[src/rtl/p18_handshake_tx_pkg.sv]
// Shared definitions for the p18 outbound handshake: state encoding and a
// width helper for the internal counters.
package p18_handshake_tx_pkg;

    localparam logic [1:0] ENC_IDLE   = 2'd0;
    localparam logic [1:0] ENC_SETUP  = 2'd1;
    localparam logic [1:0] ENC_REQ_HI = 2'd2;
    localparam logic [1:0] ENC_REQ_LO = 2'd3;

    typedef enum logic [1:0] {
        ST_IDLE   = ENC_IDLE,
        ST_SETUP  = ENC_SETUP,
        ST_REQ_HI = ENC_REQ_HI,
        ST_REQ_LO = ENC_REQ_LO
    } tx_state_t;

    // ceil(log2(value)), never less than 1 so a counter always has a bit
    function automatic int unsigned clog2_min1(input int unsigned value);
        int unsigned w;
        w = 1;
        while ((64'd1 << w) < 64'(value)) begin
            w = w + 1;
        end
        return w;
    endfunction

endpackage

[src/rtl/p18_synchronizer.sv]
// Two-flop synchronizer for signals arriving from outside the clk domain.
module p18_synchronizer #(
    parameter int unsigned      WIDTH         = 1,
    parameter logic [WIDTH-1:0] DEFAULT_VALUE = '0
) (
    input  logic             clk,
    input  logic             nRst,
    input  logic [WIDTH-1:0] async_in,
    output logic [WIDTH-1:0] sync_out
);

    logic [WIDTH-1:0] meta;

    always_ff @(posedge clk or negedge nRst) begin
        if (!nRst) begin
            meta     <= DEFAULT_VALUE;
            sync_out <= DEFAULT_VALUE;
        end else begin
            meta     <= async_in;
            sync_out <= meta;
        end
    end

endmodule

[src/rtl/p18_handshake_tx.sv]
// Initiator side of a 4-phase req/ack handshake towards an asynchronous
// receiver; ext_ack is resynchronized before the FSM looks at it.
//  state     | meaning
//  ST_IDLE   | waiting for a word; blocked while the receiver still holds ack
//  ST_SETUP  | ext_data driven, counting setup time before raising req
//  ST_REQ_HI | ext_req high, waiting for ack to rise (or phase timeout)
//  ST_REQ_LO | ext_req low, waiting for ack to fall (or phase timeout)
module p18_handshake_tx
    import p18_handshake_tx_pkg::*;
#(
    parameter int unsigned      WIDTH          = 8,
    parameter int unsigned      SETUP_CYCLES   = 2,
    parameter int unsigned      TIMEOUT_CYCLES = 1024,
    parameter logic [WIDTH-1:0] DEFAULT_VALUE  = '0
) (
    input  logic             clk,
    input  logic             nRst,
    input  logic [WIDTH-1:0] tx_data,
    input  logic             tx_valid,
    output logic             tx_ready,
    output logic             tx_done,
    output logic             tx_timeout,
    output logic [WIDTH-1:0] ext_data,
    output logic             ext_req,
    input  logic             ext_ack
);

    localparam int unsigned       SETUP_W    = clog2_min1(SETUP_CYCLES);
    localparam logic [SETUP_W-1:0] SETUP_LOAD = SETUP_W'(SETUP_CYCLES - 1);
    localparam int unsigned       TO_W       = clog2_min1(TIMEOUT_CYCLES + 1);
    localparam int unsigned       TO_LOAD_I  = (TIMEOUT_CYCLES > 0) ? TIMEOUT_CYCLES - 1 : 0;
    localparam logic [TO_W-1:0]    TO_LOAD    = TO_W'(TO_LOAD_I);
    localparam bit                TO_EN      = (TIMEOUT_CYCLES > 0);

    tx_state_t          state;
    tx_state_t          state_nxt;
    logic               ack_s;
    logic               accept;
    logic               load_data;
    logic               req_nxt;
    logic               done_nxt;
    logic               tout_nxt;
    logic               phase_expired;
    logic [SETUP_W-1:0] setup_cnt;
    logic [SETUP_W-1:0] setup_cnt_nxt;
    logic [TO_W-1:0]    phase_cnt;
    logic [TO_W-1:0]    phase_cnt_nxt;

    p18_synchronizer #(
        .WIDTH         (1),
        .DEFAULT_VALUE (1'b0)
    ) u_ack_sync (
        .clk      (clk),
        .nRst     (nRst),
        .async_in (ext_ack),
        .sync_out (ack_s)
    );

    assign tx_ready      = (state == ST_IDLE) && !ack_s;
    assign accept        = tx_valid && tx_ready;
    assign phase_expired = TO_EN && (phase_cnt == '0);

    // Phase counters are down-counters loaded on entry; terminal count at zero.
    always_comb begin
        state_nxt     = state;
        req_nxt       = ext_req;
        done_nxt      = 1'b0;
        tout_nxt      = 1'b0;
        load_data     = 1'b0;
        setup_cnt_nxt = setup_cnt;
        phase_cnt_nxt = phase_cnt;
        case (state)
            ST_IDLE: begin
                if (accept) begin
                    load_data     = 1'b1;
                    setup_cnt_nxt = SETUP_LOAD;
                    state_nxt     = ST_SETUP;
                end
            end
            ST_SETUP: begin
                if (setup_cnt == '0) begin
                    req_nxt       = 1'b1;
                    phase_cnt_nxt = TO_LOAD;
                    state_nxt     = ST_REQ_HI;
                end else begin
                    setup_cnt_nxt = setup_cnt - 1'b1;
                end
            end
            ST_REQ_HI: begin
                if (ack_s) begin
                    req_nxt       = 1'b0;
                    phase_cnt_nxt = TO_LOAD;
                    state_nxt     = ST_REQ_LO;
                end else if (phase_expired) begin
                    req_nxt   = 1'b0;
                    tout_nxt  = 1'b1;
                    state_nxt = ST_IDLE;
                end else if (TO_EN) begin
                    phase_cnt_nxt = phase_cnt - 1'b1;
                end
            end
            ST_REQ_LO: begin
                if (!ack_s) begin
                    done_nxt  = 1'b1;
                    state_nxt = ST_IDLE;
                end else if (phase_expired) begin
                    req_nxt   = 1'b0;
                    tout_nxt  = 1'b1;
                    state_nxt = ST_IDLE;
                end else if (TO_EN) begin
                    phase_cnt_nxt = phase_cnt - 1'b1;
                end
            end
            default: begin
                req_nxt   = 1'b0;
                state_nxt = ST_IDLE;
            end
        endcase
    end

    always_ff @(posedge clk or negedge nRst) begin
        if (!nRst) begin
            state      <= ST_IDLE;
            ext_data   <= DEFAULT_VALUE;
            ext_req    <= 1'b0;
            tx_done    <= 1'b0;
            tx_timeout <= 1'b0;
            setup_cnt  <= '0;
            phase_cnt  <= '0;
        end else begin
            state      <= state_nxt;
            ext_req    <= req_nxt;
            tx_done    <= done_nxt;
            tx_timeout <= tout_nxt;
            setup_cnt  <= setup_cnt_nxt;
            phase_cnt  <= phase_cnt_nxt;
            if (load_data) begin
                ext_data <= tx_data;
            end
        end
    end

endmodule

[config.mk]
export PLATFORM = sky130hd
export DESIGN_NAME = p18_handshake_tx
export DESIGN_NICKNAME = d
export VERILOG_FILES = /design/src/rtl/p18_handshake_tx_pkg.sv /design/src/rtl/p18_synchronizer.sv /design/src/rtl/p18_handshake_tx.sv
export SDC_FILE = /design/constraint.sdc
export NUM_CORES = 1
export LEC_CHECK = 0
export BUFFER_PORTS_ARGS = -buffer_cell sky130_fd_sc_hd__buf_2
export CORE_MARGIN = 2
export CORE_UTILIZATION = 40
export DETAILED_ROUTE_END_ITERATION = 12
export PLACE_DENSITY = 0.59
export SYNTH_ARGS = -nofsm -noshare
export SYNTH_HDL_FRONTEND = slang
export SYNTH_SLANG_ARGS = --single-unit
[constraint.sdc]
create_clock -name clk -period 2.1 [get_ports clk]
set_input_delay 0.42 -clock clk [delete_from_list [all_inputs] [get_ports clk]]
set_output_delay 0.42 -clock clk [all_outputs]
set_load 0.005 [all_outputs]
# After elaboration in Yosys (flattened, before gate mapping)
# Cells that the tools add are included.
[totals]
register_bits = 27
latchBits = 0
ram_bits = 0
mem_bits_ro = 0
input_bits = 12
output_inout_bits = 12
word_cells = 54
n_memories = 0
[classes]
addsub = 2
multipliers = 0
n_div = 0
order_cmp = 0
n_eq_ne = 6
shift = 0
mux = 27
bitwise_logic = 0
reduce_logical = 10
[op_table]
columns = ["op", "n"]
rows = [
  ["$mux W11", 4],
  ["$pmux W11 S3", 1],
  ["$mux W1", 13],
  ["$logic_not A11 Y1", 1],
  ["$sub A11 B1 Y11 const B", 1],
  ["$mux W2", 5],
  ["$pmux W2 S4", 1],
  ["$eq A2 B2 Y1 const B", 2],
  ["$ne A2 B2 Y1 const B", 2],
  ["$pmux W1 S2", 2],
  ["$reduce_and A2 Y1", 2],
  ["$pmux W1 S3", 1],
  ["$reduce_and A3 Y1", 1],
  ["$reduce_bool A3 Y1", 1],
  ["$eq A2 B1 Y1 const B", 1],
  ["$logic_and A1 B1 Y1", 2],
  ["$logic_not A2 Y1", 1],
  ["$ne A2 B1 Y1 const B", 1],
  ["$reduce_bool A2 Y1", 1],
  ["$logic_not A1 Y1", 1],
  ["$sub A1 B1 Y1 const B", 1],
]

# Logic depth before layout (Yosys ltp)
# Gate-level depths: netlist (run 1).
[logic_depth]
depth_word = 5
depth_mapped = 7
depth_no_buf = 6

# Cells and area by module
# Synthesis (run 1) repeated with hierarchy kept, for this count alone.
[unflattened]
hier_cells = 120
area_unflattened_um2 = 1317.5
[by_module_without_submodules]
columns = ["mod", "instances", "cells_each", "area_per_inst_um2", "seq_area_each_um2"]
rows = [
  ["p18_handshake_tx", 1, 118, 1267.5, 625.6],
  ["p18_synchronizer", 1, 2, 50.0, 50.0],
]

# Least setup slack after synthesis (run 1)
# No wires, ideal clock.
[synth_timing]
path_type = "reg2reg"
start = "register phase_cnt[2]"
end = "register phase_cnt[9]"
setup_ps = 87
arrival_ps = 1851
required_time_ps = 2013
path_slack_ps = 162
path_stages_with_launch = 5
n_path_buf = 0
period_less_slack_ps = 1938
cell_sequence = "dfrtp_1 > or3_4 > or4b_4 > or4_1 > o211ai_1"
[synth_via]
elab_chain_cells = 4
elab_cells_between_ends = 6
classes_between = "add/sub (1); mux (4); reduce/logical (1)"
[synth_lines]
columns = ["element", "line", "text"]
rows = [
  ["from (decl)", "p18_handshake_tx.sv:46", "logic [TO_W-1:0] phase_cnt;"],
  ["from (signal assigned)", "p18_handshake_tx.sv:136", "phase_cnt <= phase_cnt_nxt;"],
  ["$sub A11 B1 Y11 or $logic_not A11 Y1 (tied branches)", "p18_handshake_tx.sv:99, p18_handshake_tx.sv:111, p18_handshake_tx.sv:61", ""],
  ["$mux W11 *", "p18_handshake_tx.sv:94", "end else if (phase_expired) begin"],
  ["$mux W11, on equally long branches", "p18_handshake_tx.sv:103, p18_handshake_tx.sv:90", ""],
  ["$pmux W11 S3 *", "p18_handshake_tx.sv:72", "case (state)"],
]
# Every way passes the cells marked *; elsewhere a longest branch is shown, timed or not. The select of a mux whose other input is x is not followed.
# A chain may end at the register's enable or synchronous reset.

# Final worst setup path (run 1)
# Same ends and word-level chain as after synthesis.

==> flow_summary.ini, run 1 <==
[worst_setup_path]
r2r-start = phase_cnt[2]
end_kind = flop
critPathKind = reg -> reg
critPathRequiredTime_ns = 2.35
r2r_slack_ns = 0.07
cp_data_arrival_time_ns = 2.28
cp-start-kind = flop
startpoint = phase_cnt[2]
worstPathMaxFanout = 4

[place]
io_buffers = 23
place_congestion = 0.7800
placed_cells = 184
post_dp_cell_area_um2 = 1465
place_hpwl_mm = 1.727

[detailed_routing]
first_pass_iters = 4
drcViolationCount = 0
num_vias = 1003
drt_iter0_drc = 49
antenna_left = 0
routed_wl_mm = 2.409
avgViaCountPerCell = 5.335
wire_per_inst_um = 12.81

[timing]
hold_viol = 0
max_freq_mhz = 492.1
post-route-period-util = 0.9676
setup_viol = 0
fin_setup_tns_ns = 0
tightest_slew_ns = 0.5965
relSlewSlack = 0.6015
finClkSkew_ns = 0.001146
slew_viol_final = 0
rsz0062_at_grt = no
period_minus_slack_ns = 2.032

[grt]
grtUsageTotal = 0.1556
grt_pass1_vias = 963
grt_start_max_net_pins = 28
antenna_found_initial = 0
grt.overflow.total = 0
grt_pass1_wl_mm = 4.257

[die]
start_util = 0.4178
die_area_um2 = 3628
die_w_um = 60.24
io_pins = 24
fp-row-count = 20
die_h_um = 60.24
core_um2 = 3028

[clocking]
cts-htree-levels = 1
cts_resized = 0
cts.reportedPaths.clkPinSlew_ns = 0.14
root_buffer = clkbuf_4
cts_max_path_buffers = 2
clock_latency_ns = 0.32
cts_buffers = 3
cts.sinks = 27
cts_hold_buf = 0
cts_tree = done
cts_setup_buffers = 0

[power_and_ir_drop]
cellLeakagePower_nw = 0.6385
power_density_nw_per_um2 = 1079
finalPower_w = 0.001617
peakVddDrop_mv = 0.4490

[logic_synthesis]
ys_top_cells_by_count = dfrtp_1 (27), nand3_1 (9), clkbuf_1 (8), mux2_2 (8), o21ai_0 (8)
yosys-top-cells-area = dfrtp_1 (53%), mux2_2 (7.1%), nand3_1 (3.6%), o21ai_0 (3.2%), or4_1 (3.0%)
synthesis.nets = 130
synth.most_common_cell = dfrtp_1
synth-edff-count = 0
ys_ff_latch = 27
synth_top_area_cell = dfrtp_1
synth.top_cell.area_share = 0.5341
ys_seq_area_frac = 0.5341
synth-main-ff-cell = dfrtp_1
syn_area_um2 = 1265
syn_inst = 117
yosysWarnings = 0
syn_area_per_cell_um2 = 10.81
async_flop_share = 1.000
synth.distinct_cells = 33

[run_status]
status = complete, no violations

[worst_hold_path]
hold_path_class = in -> async

[finish]
fin_cells = 188
layout-drive-gt1-share = 0.3542
area_growth_pct = 18.40
fin_nets = 158
antenna_cells = 0
fin_area_um2 = 1498

[run]
drv_cap = 0
==> cells by family after synthesis <==
logic type	after synthesis	share of synthesized area
DFF	27	0.5341
adders and majority gates	1	0.009890
AOI/OAI and AO/OA	26	0.1355
and+or+nand+nor	41	0.2038
muxes	8	0.07122
xor gates and xnor gates	1	0.006925
buffers and inverters	13	0.03858
==> state kept, by name, indices dropped and copies added (netlist names) <==
signal / count
tx_done: 1
setup_cnt: 1
ext_req: 1
u_ack_sync.meta: 1
phase_cnt: 11
ext_data: 8
state: 2
tx_timeout: 1
u_ack_sync.sync_out: 1
==> critical path, stage by stage, from the launching register on <==
cell and delay [ns]:
dfrtp_1 0.43, or3_4 0.41, or4b_4 0.54, or4_1 0.42, o211ai_1 0.16
==> per-layer routing <==
| metal | GRT usage | wire (µm) | vias to the layer above |
|---|---|---|---|
| li1 | - | - | 492 |
| met1 | 0.2101 | 1144 | 482 |
| met2 | 0.2438 | 1135 | 27 |
| met3 | 0.02381 | 112 | 2 |
| met4 | 0.07302 | 15 | 0 |
| met5 | 0 | 0 | - |
==> stage by stage <==
| stage | hold WS, ns | setup WS (ns) | util |
|---|---|---|---|
| after floorplan | 0.1244 | 0.1624 | - |
| after global placement | 0.3321 | 0.1292 | 0.4839 |
| after detailed placement | 0.3371 | 0.07929 | 0.4839 |
| after CTS | 0.08334 | 0.06117 | 0.4930 |
| after global routing | 0.1020 | 0.004723 | 0.4946 |
| final | 0.07078 | 0.06804 | 0.4946 |
==> where the power goes <==
part           internal, W  total (W)  switching, W
registers         0.000661   0.000738     0.0000767
clock network    0.0000714   0.000223      0.000151
logic             0.000313   0.000656      0.000343
==> path summary, 6_finish.rpt <==
| check | to | depth (start not counted) |
|---|---|---|
| min | tx_timeout | 1 |
| max reg2reg | phase_cnt[9] | 4 |
| max in group asynchronous | phase_cnt[4] | 1 |
| max | phase_cnt[9] | 4 |
| min in group clk | u_ack_sync.meta | 1 |
| min reg2reg | u_ack_sync.sync_out | 0 |
==> layout make-up <==
cell class | count | area, µm²
inverter | 5 | 18.77
sequential | 27 | 675.6
tap | 44 | 55.05
clock buffer | 3 | 22.52
fill | 290 | 1530
timing repair buffer | 31 | 175.2
multi-input combinational | 77 | 545.5
clock inverter | 1 | 5.005
==> layout by cell type (no fill, tap or decap), drive strengths merged, types with 3 or more instances in the layout <==
master,netlist,layout
buf,0,31
mux2,8,8
or4,6,6
nand2,5,5
a31oi,4,4
nand2b,3,3
o21ai,8,8
and3,4,4
o31ai,4,4
nand3,9,9
dfrtp,27,27
o211ai,3,3
inv,5,5
clkbuf,8,3
No activity file was read; power rests on OpenSTA's default activity.
==> inputs of run 2 (changes only) <==
- PLACE_DENSITY: 0.59 -> 0.62
==> flow_summary.ini, run 2 (same netlist as run 1, synthesis figures left out) <==
[power_and_ir_drop]
power_density_nw_per_um2 = 1079
peakVddDrop_mv = 0.5446
finalPower_w = 0.001619
p_sw_frac = 0.3508
clock_power_share = 0.141
seqPwrFrac = 0.455
intPower_w = 0.001051
combPwrFrac = 0.404
cellLeakagePower_nw = 0.6411
p_switching_w = 0.0005681

[finish]
nFillCells = 285
antenna_cells = 0
fin_cells = 189
largest_reg_flops = 11
final_common_cell = dfrtp_1
reg_top3 = phase_cnt: 11 flops, ext_data: 8 flops, state: 2 flops
regMostFlops = phase_cnt
multiInputGateArea_um2 = 541.8
area_growth_pct = 18.60
layout_common_cells = dfrtp_1 (27), buf_2 (23), nand3_1 (9), buf_4 (9)
fin_nets = 159
layout-drive-gt1-share = 0.3517
regArea_um2 = 675.6

[worst_setup_path]
worstPathMaxFanout = 11
cp-start-kind = flop
cp_data_arrival_time_ns = 2.30
crit_slowest_cell = or4_2
critPathRequiredTime_ns = 2.37
slowest_delay_ns = 0.65
end_kind = flop
critPathKind = reg -> reg
path_cells = inv_1 -> ha_1 -> nor3b_1 -> buf_4 -> and3_2 -> or4_2 -> nand3_1

[timing]
period_minus_slack_ns = 2.031
max_freq_mhz = 492.3
relSlewSlack = 0.3952
tightest_slew_ns = 0.8991
slew_viol_final = 0
setup_viol = 0
post-route-period-util = 0.9673
timing.final.ws_setup_ns = 0.06864
finClkSkew_ns = 0.004470
hold_viol = 0

[place]
io_buffers = 23
placed_cells = 184
pre_cts_ws_ns = 0.09087
place_congestion = 0.7821
place_hpwl_mm = 1.736

[clocking]
cts_buffers = 3
cts_max_path_buffers = 2
cts_hold_buf = 0
cts.reportedPaths.clkPinSlew_ns = 0.15
clock_latency_ns = 0.33
cts-htree-levels = 1
cts_tree = done
cts.sinks = 27
root_buffer = clkbuf_4

[die]
core_um2 = 3028
die_h_um = 60.24
fp-row-count = 20
die_area_um2 = 3628
start_util = 0.4178
io_pins = 24
die_w_um = 60.24

[detailed_routing]
avgViaCountPerCell = 5.344
num_vias = 1010
drcViolationCount = 0
routed_wl_mm = 2.446
first_pass_iters = 4
antenna_left = 0
wire_per_inst_um = 12.94
drt_iter0_drc = 33

[grt]
grtUsageTotal = 0.1502
grt.overflow.total = 0
grt_start_max_net_pins = 28
antenna_found_initial = 0
grt_pass1_vias = 958
grt_pass1_wl_mm = 4.140

[worst_hold_path]
hold_path_class = in -> async

[run]
drv_cap = 0

[run_status]
status = complete, no violations
==> run 2: worst max-delay path: cells and delay by family, from the launching register on <==
kind	cells	cell delay, ns
adders and majority gates	1	0.22
buffers and inverters	2	0.22
DFF	1	0.39
and+or+nand+nor	4	1.14
==> run 2: per-layer routing <==
layer | track usage | vias to the layer above | part of all wire | routed length, µm
met5 | 0 | - | 0 | 0
met4 | 0.04762 | 0 | 0.0082 | 20
met3 | 0.01948 | 2 | 0.043 | 104
met2 | 0.2531 | 27 | 0.49 | 1197
met1 | 0.1992 | 494 | 0.46 | 1125
li1 | - | 487 | - | -
==> run 2: worst paths after layout <==
| kind | slack [ns] | start | to | cells past startpoint |
|---|---|---|---|---|
| worst max-delay path | 0.07 | phase_cnt[0] | phase_cnt[3] | 7 |
| worst min-delay path | 0.07 | nRst | phase_cnt[7] | 1 |
| worst max register to register | 0.07 | phase_cnt[0] | phase_cnt[3] | 7 |
| worst min register to register | 0.37 | u_ack_sync.meta | u_ack_sync.sync_out | 0 |
| max in group asynchronous | 1.64 | nRst | phase_cnt[2] | 1 |
| min in group clk | 0.19 | ext_ack | u_ack_sync.meta | 1 |
==> run 2: area by class of cell <==
class / instances / area share
multi-input combinational: 77 / 0.3611
tap: 44 / 0.03670
timing repair buffer: 32 / 0.1218
sequential: 27 / 0.4504
clock buffer: 4 / 0.01751
inverter: 5 / 0.01251
==> run 2: repair_timing <==
action,in CTS,in global routing
setup endpoints to repair,0,2
buffers inserted,0,1
resized for setup,0,1
==> run 2: power by group through the flow <==
stage          clock network [W]  logic [W]  registers (W)
2_1_floorplan                  0   0.000403       0.000750
3_3_place_gp                   0   0.000635       0.000742
3_5_place_dp                   0   0.000655       0.000746
4_1_cts                 0.000237   0.000657       0.000739
5_1_grt                 0.000257   0.000747       0.000756
6_report                0.000228   0.000654       0.000737
==> run 2: per-stage QoR <==
step / hold slack (ns) / utilization / TNS (ns) / cell area (µm²)
2_1_floorplan: 0.1244 / - / 0 / 1265
3_3_place_gp: 0.3348 / 0.4839 / 0 / 1465
3_5_place_dp: 0.3387 / 0.4839 / 0 / 1465
4_1_cts: 0.09587 / 0.4926 / 0 / 1491
5_1_grt: 0.1040 / 0.4955 / -0.002014 / 1500
6_report: 0.07378 / 0.4955 / 0 / 1500
==> inputs of run 3 (changes only) <==
- GPL_TIMING_DRIVEN: not set -> 0
==> flow_summary.ini, run 3 (same netlist as run 1, synthesis figures left out) <==
[run_status]
status = complete, no violations

[run]
drv_cap = 0

[finish]
nFillCells = 294
largest_reg_flops = 11
area_growth_pct = 18.99
fin_area_um2 = 1505
reg_top3 = phase_cnt: 11 flops, ext_data: 8 flops, state: 2 flops
multiInputGateArea_um2 = 555.5
antenna_cells = 0
fin_nets = 161
final_common_cell = dfrtp_1
regMostFlops = phase_cnt
fin_util = 0.4971
layout_common_cells = dfrtp_1 (27), buf_2 (24), nand3_1 (9)
regArea_um2 = 675.6
layout-drive-gt1-share = 0.3333

[timing]
period_minus_slack_ns = 2.038
rsz0062_at_grt = yes
post-route-period-util = 0.9706
hold_viol = 0
setup_viol = 0
max_freq_mhz = 490.6
finClkSkew_ns = 0.003150
slew_viol_final = 0
tightest_slew_ns = 0.5941
relSlewSlack = 0.6039
fin_hold_ws_ns = 0.08043
timing.final.ws_setup_ns = 0.06174

[die]
start_util = 0.4178
die_h_um = 60.24
die_w_um = 60.24
io_pins = 24
core_um2 = 3028
die_area_um2 = 3628
fp-row-count = 20

[power_and_ir_drop]
cellLeakagePower_nw = 0.6520
finalPower_w = 0.001626
power_density_nw_per_um2 = 1080
peakVddDrop_mv = 0.6030

[worst_setup_path]
critPathRequiredTime_ns = 2.35
slowest_delay_ns = 0.57
end_kind = flop
crit_buf_inv = 0
crit_slowest_cell = or4b_4
cp_top_family = simple AND/OR/NAND/NOR gates
cp_data_arrival_time_ns = 2.29
cp-start-kind = flop
path_cells = or3_4 -> or4b_4 -> or4_4 -> o211ai_1
worstPathMaxFanout = 4
critPathKind = reg -> reg

[detailed_routing]
routed_wl_mm = 2.517
avgViaCountPerCell = 5.366
num_vias = 1025
drt_iter0_drc = 28
antenna_left = 0
drcViolationCount = 0
first_pass_iters = 4
wire_per_inst_um = 13.18

[grt]
globalRoute.busiestLayer = met2
grt_start_max_net_pins = 28
met1_usage = 0.2074
antenna_found_initial = 0
grt.overflow.total = 0
grtUsageMet3 = 0.02165
grtUsageTotal = 0.1592
grt_pass1_vias = 1023
use_met2 = 0.2702
grt_pass1_wl_mm = 4.429

[place]
io_buffers = 23
pre_cts_ws_ns = -0.06483
post_dp_cell_area_um2 = 1435
place_hpwl_mm = 1.792
place_congestion = 0.7847

[clocking]
cts.sinks = 27
cts_max_path_buffers = 2
cts_hold_buf = 0
cts_tree = done
cts.reportedPaths.clkPinSlew_ns = 0.14
clock_latency_ns = 0.32
root_buffer = clkbuf_4
cts_buffers = 3
cts-htree-levels = 1

[worst_hold_path]
hold_path_class = in -> async
-- run 3: power breakdown --
part	switching, W	total (W)	internal, W
clock	0.000147	0.000218	0.0000713
combinational	0.000357	0.000665	0.000308
sequential	0.0000814	0.000743	0.000661
total	0.000585	0.00163	0.00104
-- run 3: final timing paths --
| kind | cells after the start | slack [ns] | end | startpoint |
|---|---|---|---|---|
| max in group asynchronous | 1 | 1.63 | ext_data[1] | nRst |
| min in group clk | 1 | 0.19 | u_ack_sync.meta | ext_ack |
| setup reg to reg | 4 | 0.06 | phase_cnt[9] | phase_cnt[0] |
| setup / recovery | 4 | 0.06 | phase_cnt[9] | phase_cnt[0] |
| hold / removal | 1 | 0.08 | phase_cnt[8] | nRst |
| hold reg to reg | 0 | 0.37 | u_ack_sync.sync_out | u_ack_sync.meta |
-- run 3: through the flow --
step                      std cells   TNS, ns
after floorplan                 117         0
after global placement          184  -0.01090
after detailed placement        184   -0.2441
after CTS                       188         0
after global routing            191  -0.01674
final                           191         0
-- run 3: layer usage --
layer	vias to the layer above	share of wire
li1	494	-
met1	506	0.46
met2	23	0.50
met3	2	0.038
met4	0	0.0032
met5	-	0
-- run 3: area by class of cell --
class	count	share of cell area
flip-flops and latches	27	0.4489
multi-input cells	77	0.3691
repair buffers	26	0.09144
well taps	44	0.03658
plain buffers	8	0.02328
clock buffers	3	0.01496
inverters	5	0.01247
clock inverters	1	0.003325
-- run 3: what timing repair did --
item,CTS,global route
setup buffers,0,3
endpoints found under the setup margin,8,8
gates resized for setup,2,8
pin swaps,0,3
cloned,0,0
